===== config.mk =====
export PLATFORM = sky130hd
export DESIGN_NAME = i2s_rx
export DESIGN_NICKNAME = d
export VERILOG_FILES = /design/src/rtl/i2s_rx.sv
export SDC_FILE = /design/constraint.sdc
export NUM_CORES = 1
export LEC_CHECK = 0
export ABC_AREA = 1
export CORE_AREA = 5 5 155 157
export DETAILED_ROUTE_END_ITERATION = 8
export DIE_AREA = 0 0 160 162
export GPL_TIMING_DRIVEN = 0
export PLACE_DENSITY_LB_ADDON = 0.1
export SYNTH_ARGS = -nofsm -noshare
export SYNTH_HDL_FRONTEND = slang
export SYNTH_SLANG_ARGS = --single-unit

===== constraint.sdc =====
create_clock -name ck -period 5.8 [get_ports ck]
set_input_delay 1.16 -clock ck [delete_from_list [all_inputs] [get_ports ck]]
set_output_delay 1.16 -clock ck [all_outputs]
set_load 0.02 [all_outputs]

===== src/rtl/i2s_rx.sv =====
// i2s_rx: I2S serial-data receiver with a show-ahead stereo-pair FIFO.
//
// Shares the bit-slot enable and 64-slot frame position with the I2S
// transmitter. The serial data is deserialised MSB-first into a 16-bit
// shifter. The left word is latched at slot 18 and the right word at
// slot 50, and each complete {left, right} pair is queued for the
// downstream DSP.
//
// Ports:
//   ck          system clock, rising edge
//   rst         synchronous active-high reset
//   en          one-cycle pulse per I2S bit slot
//   frame_posn  slot index 0..63, meaningful only while en=1
//   sd          serial data, already synchronised to ck
//   ready       consumer accepts the head pair when valid & ready
//   left/right  head-of-FIFO samples, forced to zero while empty
//   valid       FIFO non-empty
//   level       number of pairs held, 0..2^DEPTH_LOG2
//   overrun     sticky flag: a pair was dropped on a full FIFO
module i2s_rx #(
    parameter int DEPTH_LOG2 = 2
) (
    input  logic                  ck,
    input  logic                  rst,
    input  logic                  en,
    input  logic [5:0]            frame_posn,
    input  logic                  sd,
    input  logic                  ready,
    output logic [15:0]           left,
    output logic [15:0]           right,
    output logic                  valid,
    output logic [DEPTH_LOG2:0]   level,
    output logic                  overrun
);

    localparam int DEPTH = 1 << DEPTH_LOG2;
    localparam logic [DEPTH_LOG2:0] FULL_LVL = {1'b1, {DEPTH_LOG2{1'b0}}};
    localparam logic [DEPTH_LOG2:0] ONE_LVL  = {{DEPTH_LOG2{1'b0}}, 1'b1};

    logic [15:0]           r_shift;
    logic [15:0]           r_hold_l;
    logic                  r_armed;
    logic [31:0]           r_mem [DEPTH];
    logic [DEPTH_LOG2-1:0] r_wptr;
    logic [DEPTH_LOG2-1:0] r_rptr;
    logic [DEPTH_LOG2:0]   r_level;
    logic                  r_overrun;

    logic w_cap_l;
    logic w_push;
    logic w_full;
    logic w_nonempty;
    logic w_pop;
    logic w_wr;

    // Slot 18 follows the last left bit (slot 17). Slot 50 follows the last
    // right bit (slot 49). The shifter is used at its pre-edge value.
    assign w_cap_l    = en && (frame_posn == 6'd18);
    assign w_push     = en && (frame_posn == 6'd50) && r_armed;
    assign w_full     = (r_level == FULL_LVL);
    assign w_nonempty = (r_level != '0);
    assign w_pop      = w_nonempty && ready;
    // A pop in the same cycle frees the slot, so a full FIFO still accepts.
    assign w_wr       = w_push && (!w_full || w_pop);

    always_ff @(posedge ck) begin
        if (rst) begin
            r_shift   <= '0;
            r_hold_l  <= '0;
            r_armed   <= 1'b0;
            r_wptr    <= '0;
            r_rptr    <= '0;
            r_level   <= '0;
            r_overrun <= 1'b0;
        end else begin
            if (en) begin
                r_shift <= {r_shift[14:0], sd};
            end
            if (w_cap_l) begin
                r_hold_l <= r_shift;
                r_armed  <= 1'b1;
            end
            if (w_push) begin
                r_armed <= 1'b0;
            end
            if (w_wr) begin
                r_wptr <= r_wptr + 1'b1;
            end
            if (w_pop) begin
                r_rptr <= r_rptr + 1'b1;
            end
            if (w_wr && !w_pop) begin
                r_level <= r_level + ONE_LVL;
            end else if (!w_wr && w_pop) begin
                r_level <= r_level - ONE_LVL;
            end
            if (w_push && w_full && !w_pop) begin
                r_overrun <= 1'b1;
            end
        end
    end

    // Storage is not reset; empty entries are masked at the outputs.
    always_ff @(posedge ck) begin
        if (w_wr) begin
            r_mem[r_wptr] <= {r_hold_l, r_shift};
        end
    end

    assign valid   = w_nonempty;
    assign level   = r_level;
    assign overrun = r_overrun;
    assign left    = w_nonempty ? r_mem[r_rptr][31:16] : 16'd0;
    assign right   = w_nonempty ? r_mem[r_rptr][15:0]  : 16'd0;

endmodule


After elaboration in Yosys (flattened, before gate mapping)
Memory sizes are Yosys's and may differ from the RTL's. A register that Yosys moved wholly into a read port is not among the register bits. Cells that the tools add are included.

Logic and storage cells: 39. Bits of input ports: 11. Memories kept: 1. Output and inout port bits: 37. Register bits after elaboration: 41. Memory bits (writable): 128.

Memory list: r_mem (depth 4, bits a word 32, read ports 1, clocked after memory_dff 1, wr ports 1, line 43) `logic [31:0] r_mem [DEPTH];`.

$add $sub $neg: 4. Mux-type cells: 8. Reductions and logical operators: 16. Equal/unequal tests: 3.

Operators by type and width (count): two-way mux 16 bit (2); logical AND 1 bit (9); equality test 6 x 5 -> 1 bit, second input constant (1); equality test 6 bit, second input constant (1); two-way mux 3 bit (2); adder 2 x 1 -> 2 bit, second input constant (2); two-way mux 2 bit (2); adder 3 x 1 -> 3 bit, second input constant (1); equality test 3 bit, second input constant (1); logical NOT 1 bit (3); nonzero test 3 bit (1); subtractor 3 x 1 -> 3 bit, second input constant (1); two-way mux 1 bit (2); nonzero test 2 bit (1); OR reduction 2 bit (1); logical OR 1 bit (1).

Depth between registers and ports, before layout
Word-level depth: 8. Gate-level depth with buffers: 13. Depth with buffers taken out: 13.

Worst setup path before layout
OpenSTA, ideal clock, no wires.

Path kind: input to register. Start: input port frame_posn[0]. End: memory r_mem[0][0] (enable). Data arrival time: 2.974 ns. Path buffers: 0. Library setup time: 0.421 ns. Required time: 5.379 ns. Stages on the path: 5. Slack: 2.405 ns. Cells stage by stage: inv_1 nand2_1 nor2_4 nand3_2 nor2_1.

Longest elaborated chain between the ends: 6.

RTL lines: start, declared (line 26) `input logic [5:0] frame_posn,`; equality test 6 bit (line 59) `assign w_push = en && (frame_posn == 6'd50) && r_armed;`; logical AND 1 bit (2 in series) (line 59); logical AND 1 bit (line 64) `assign w_wr = w_push && (!w_full || w_pop);`; two-way mux 1 bit (line 105) `if (w_wr) begin`; two-way mux 1 bit (implied by the code) (line 106) `r_mem[r_wptr] <= {r_hold_l, r_shift};`; end, declared (line 43).

Every way passes these cells.

==> flow_summary.json <==
{
  "grt_pass1_vias": 4472,
  "synthCells": 597,
  "grtUsageMet1": 0.170,
  "fmax_mhz": 273,
  "tightestPinTransition_ns": 0.810,
  "final_antenna_net_count": 0,
  "use_met2": 0.228,
  "clk_pin_slew_ns": 0.06,
  "grt_pass1_wl_microns": 26300,
  "syn-num-nets": 614,
  "dp.cells": 933,
  "async_flop_share": 0,
  "synth.yosys.warnings": 0,
  "p_sw_frac": 0.334,
  "rows": 55,
  "cts_max_level": 4,
  "power_density_nw_per_um2": 419,
  "die_area_sq_um": 25900,
  "synth_edf_count": 128,
  "fin_crit_sh": 0.631,
  "finalInstanceArea_sq_um": 8130,
  "synth_top_area_cell": "edfxtp_1",
  "rsz0062_at_grt": "false",
  "nNetsFinal": 684,
  "synth_area_sq_um": 6650,
  "ctsRootBufferMaster": "clkbuf_16",
  "die_w_microns": 160,
  "fin_skew_ns": 0.00834,
  "gp_congestion": 0.751,
  "port_buffers": 47,
  "antenna_found_initial": 0,
  "clock-sinks": 171,
  "startpoint_type": "register",
  "drc": 0,
  "critPathTopFamily": "buffers and inverters",
  "irDropWorstVdd_v": 0.000220,
  "comb_power_share": 0.300,
  "fin_crit_ns": 3.66,
  "slew_headroom": 0.458,
  "grt_use_total": 0.132,
  "synthTopCellsByCount": "nor2_1, edfxtp_1, o21ai_0",
  "switchingPower_w": 0.00114,
  "setup_tns_ns": 0,
  "max_stage_delay_ns": 0.64,
  "place_area_sq_um": 7600,
  "synth-main-ff-cell": "edfxtp_1",
  "p_seq_frac": 0.400,
  "p_int_w": 0.00227,
  "cp_max_fo": 10,
  "final-setup-viol-count": 0,
  "hold_path.class": "register to register",
  "cp_num_buf_inv": 3,
  "pre_cts_slack_ns": 1.94,
  "synth.distinct_cells": 24,
  "top_usage_layer": "met2",
  "arrival_ns": 2.50,
  "ctsHoldBuffers": 0,
  "use_met3": 0.0277,
  "grt_overflow_total": 0,
  "synth_top_area_frac": 0.578,
  "wl_per_cell_microns": 17.2,
  "initial_utilization": 0.297,
  "ys_seq_area_frac": 0.708,
  "endpoint_kind": "primary output",
  "critPathKind": "register to primary output",
  "grt_start_max_net_pins": 26,
  "syn_avg_cell_area_sq_um": 11.1,
  "die_y_microns": 162,
  "routed_wl_microns": 16600,
  "drt_first_pass_iters": 4,
  "setup_slack_ns": 2.14,
  "clk_latency_ns": 0.42,
  "antenna_cells": 0,
  "cp_slowest_cell": "clkdlybuf4s50_1",
  "maxCapViolCount": 0,
  "drv_slew": 0,
  "synth-seq-cells": 171,
  "cts_buffer_depth": 2,
  "core-area_sq_um": 22400,
  "layoutNonFillerInstCount": 965,
  "cts_setup_buffers": 0,
  "routed_via_density": 4.53,
  "path_cells": "clkinv_1, clkbuf_1, o21ai_0, a21oi_1, clkdlybuf4s50_1",
  "cts_resized": 0,
  "synth_area_leaders": "edfxtp_1, dfxtp_1, nor2_1",
  "synth_most_common_cell": "nor2_1",
  "cp_data_required_time_ns": 4.64,
  "p_leak_nw": 2.79,
  "cts-buffers-inserted": 17,
  "status": "completed",
  "n_fill_cell": 2196,
  "dp_hpwl_microns": 10900,
  "drive_above_1_share": 0.0853,
  "r2r_slack_ns": 3.60,
  "p_total_w": 0.00341,
  "pwr-share-clk": 0.300,
  "syn_to_final_growth_pct": 22.3,
  "num_vias": 4375,
  "cts_tree": "done",
  "ios": 48,
  "drtIter0Drc": 216,
  "hold_violations": 0
}
routing by layer:
metal / vias up / routed length, microns
met1: 2109 / 7840
met2: 72 / 8140
met3: 7 / 460
met4: 0 / 141
li1: 2187 / -
met5: - / 0
state kept, by name, indices dropped and copies added, names as in the netlist, named ones only:
name,cells
overrun,1
r_hold_l,16
r_mem,128
r_armed,1
r_shift,16
r_wptr,2
level,3
r_rptr,2
cell families (layout without fill, tap and decap cells):
kind of cell	count (synthesis)	in the layout	share of synthesized area
simple gates	222	222	0.133
flops	171	171	0.708
compound gates	141	141	0.107
buf+inv	55	138	0.0376
fa+ha+maj	6	6	0.0124
xor+xnor	2	2	0.00264
worst reg2reg max path, cell delays in order, from the launching register on:
cell	delay (ns)
dfxtp_1	0.42
nor2_1	0.11
nand2_1	0.13
nand3_2	0.26
inv_1	0.14
ha_1	0.15
inv_1	0.07
fa_1	0.37
a21oi_1	0.15
o21ai_0	0.12
nand2_1	0.08
nand2_1	0.05
nor2_1	0.09
worst paths after layout:
check                              start       end  cells past startpoint
worst min register to register   overrun   overrun                      2
worst min-delay path             overrun   overrun                      2
worst max register to register  level[0]  level[2]                     12
worst max-delay path            register   left[1]                      5
cells in the final DEF (no fill, tap or decap), drive strengths merged:
| cell type | instances |
|---|---|
| clkinv | 9 |
| o21a | 1 |
| clkbuf | 35 |
| dfxtp | 43 |
| inv | 24 |
| fa | 1 |
| xor2 | 2 |
| nor2 | 202 |
| clkinvlp | 3 |
| buf | 20 |
| clkdlybuf4s50 | 47 |
| nand3 | 2 |
| ha | 5 |
| nand4 | 3 |
| a21oi | 41 |
| edfxtp | 128 |
| nand2 | 15 |
| o21ai | 99 |
cell type report:
cell class	instances	area (sq um)	share of cell area
buffer	30	151	0.0186
clock buffer	21	460	0.0566
inverter	25	98.8	0.0122
multi-input combinational	371	1720	0.212
clock inverter	11	72.6	0.00892
sequential	171	4700	0.578
tap	285	357	0.0438
timing repair buffer	51	566	0.0695
power by group through the flow:
stage | Sequential [W] | Combinational [W] | Clock, W
finish | 0.00136 | 0.00102 | 0.00102
global route | 0.00137 | 0.00113 | 0.00111
CTS | 0.00136 | 0.00105 | 0.00105
detailed placement | 0.00139 | 0.00104 | 0
global placement | 0.00139 | 0.00104 | 0
floorplan | 0.00139 | 0.000558 | 0
metrics by stage:
stage / utilization / hold slack (ns)
5_1_grt: 0.364 / 0.480
3_3_place_gp: 0.334 / 0.456
4_1_cts: 0.364 / 0.455
6_report: 0.364 / 0.449
2_1_floorplan: - / 0.440
3_5_place_dp: 0.340 / 0.444
Note: power is estimated with default switching activity, not from simulation.
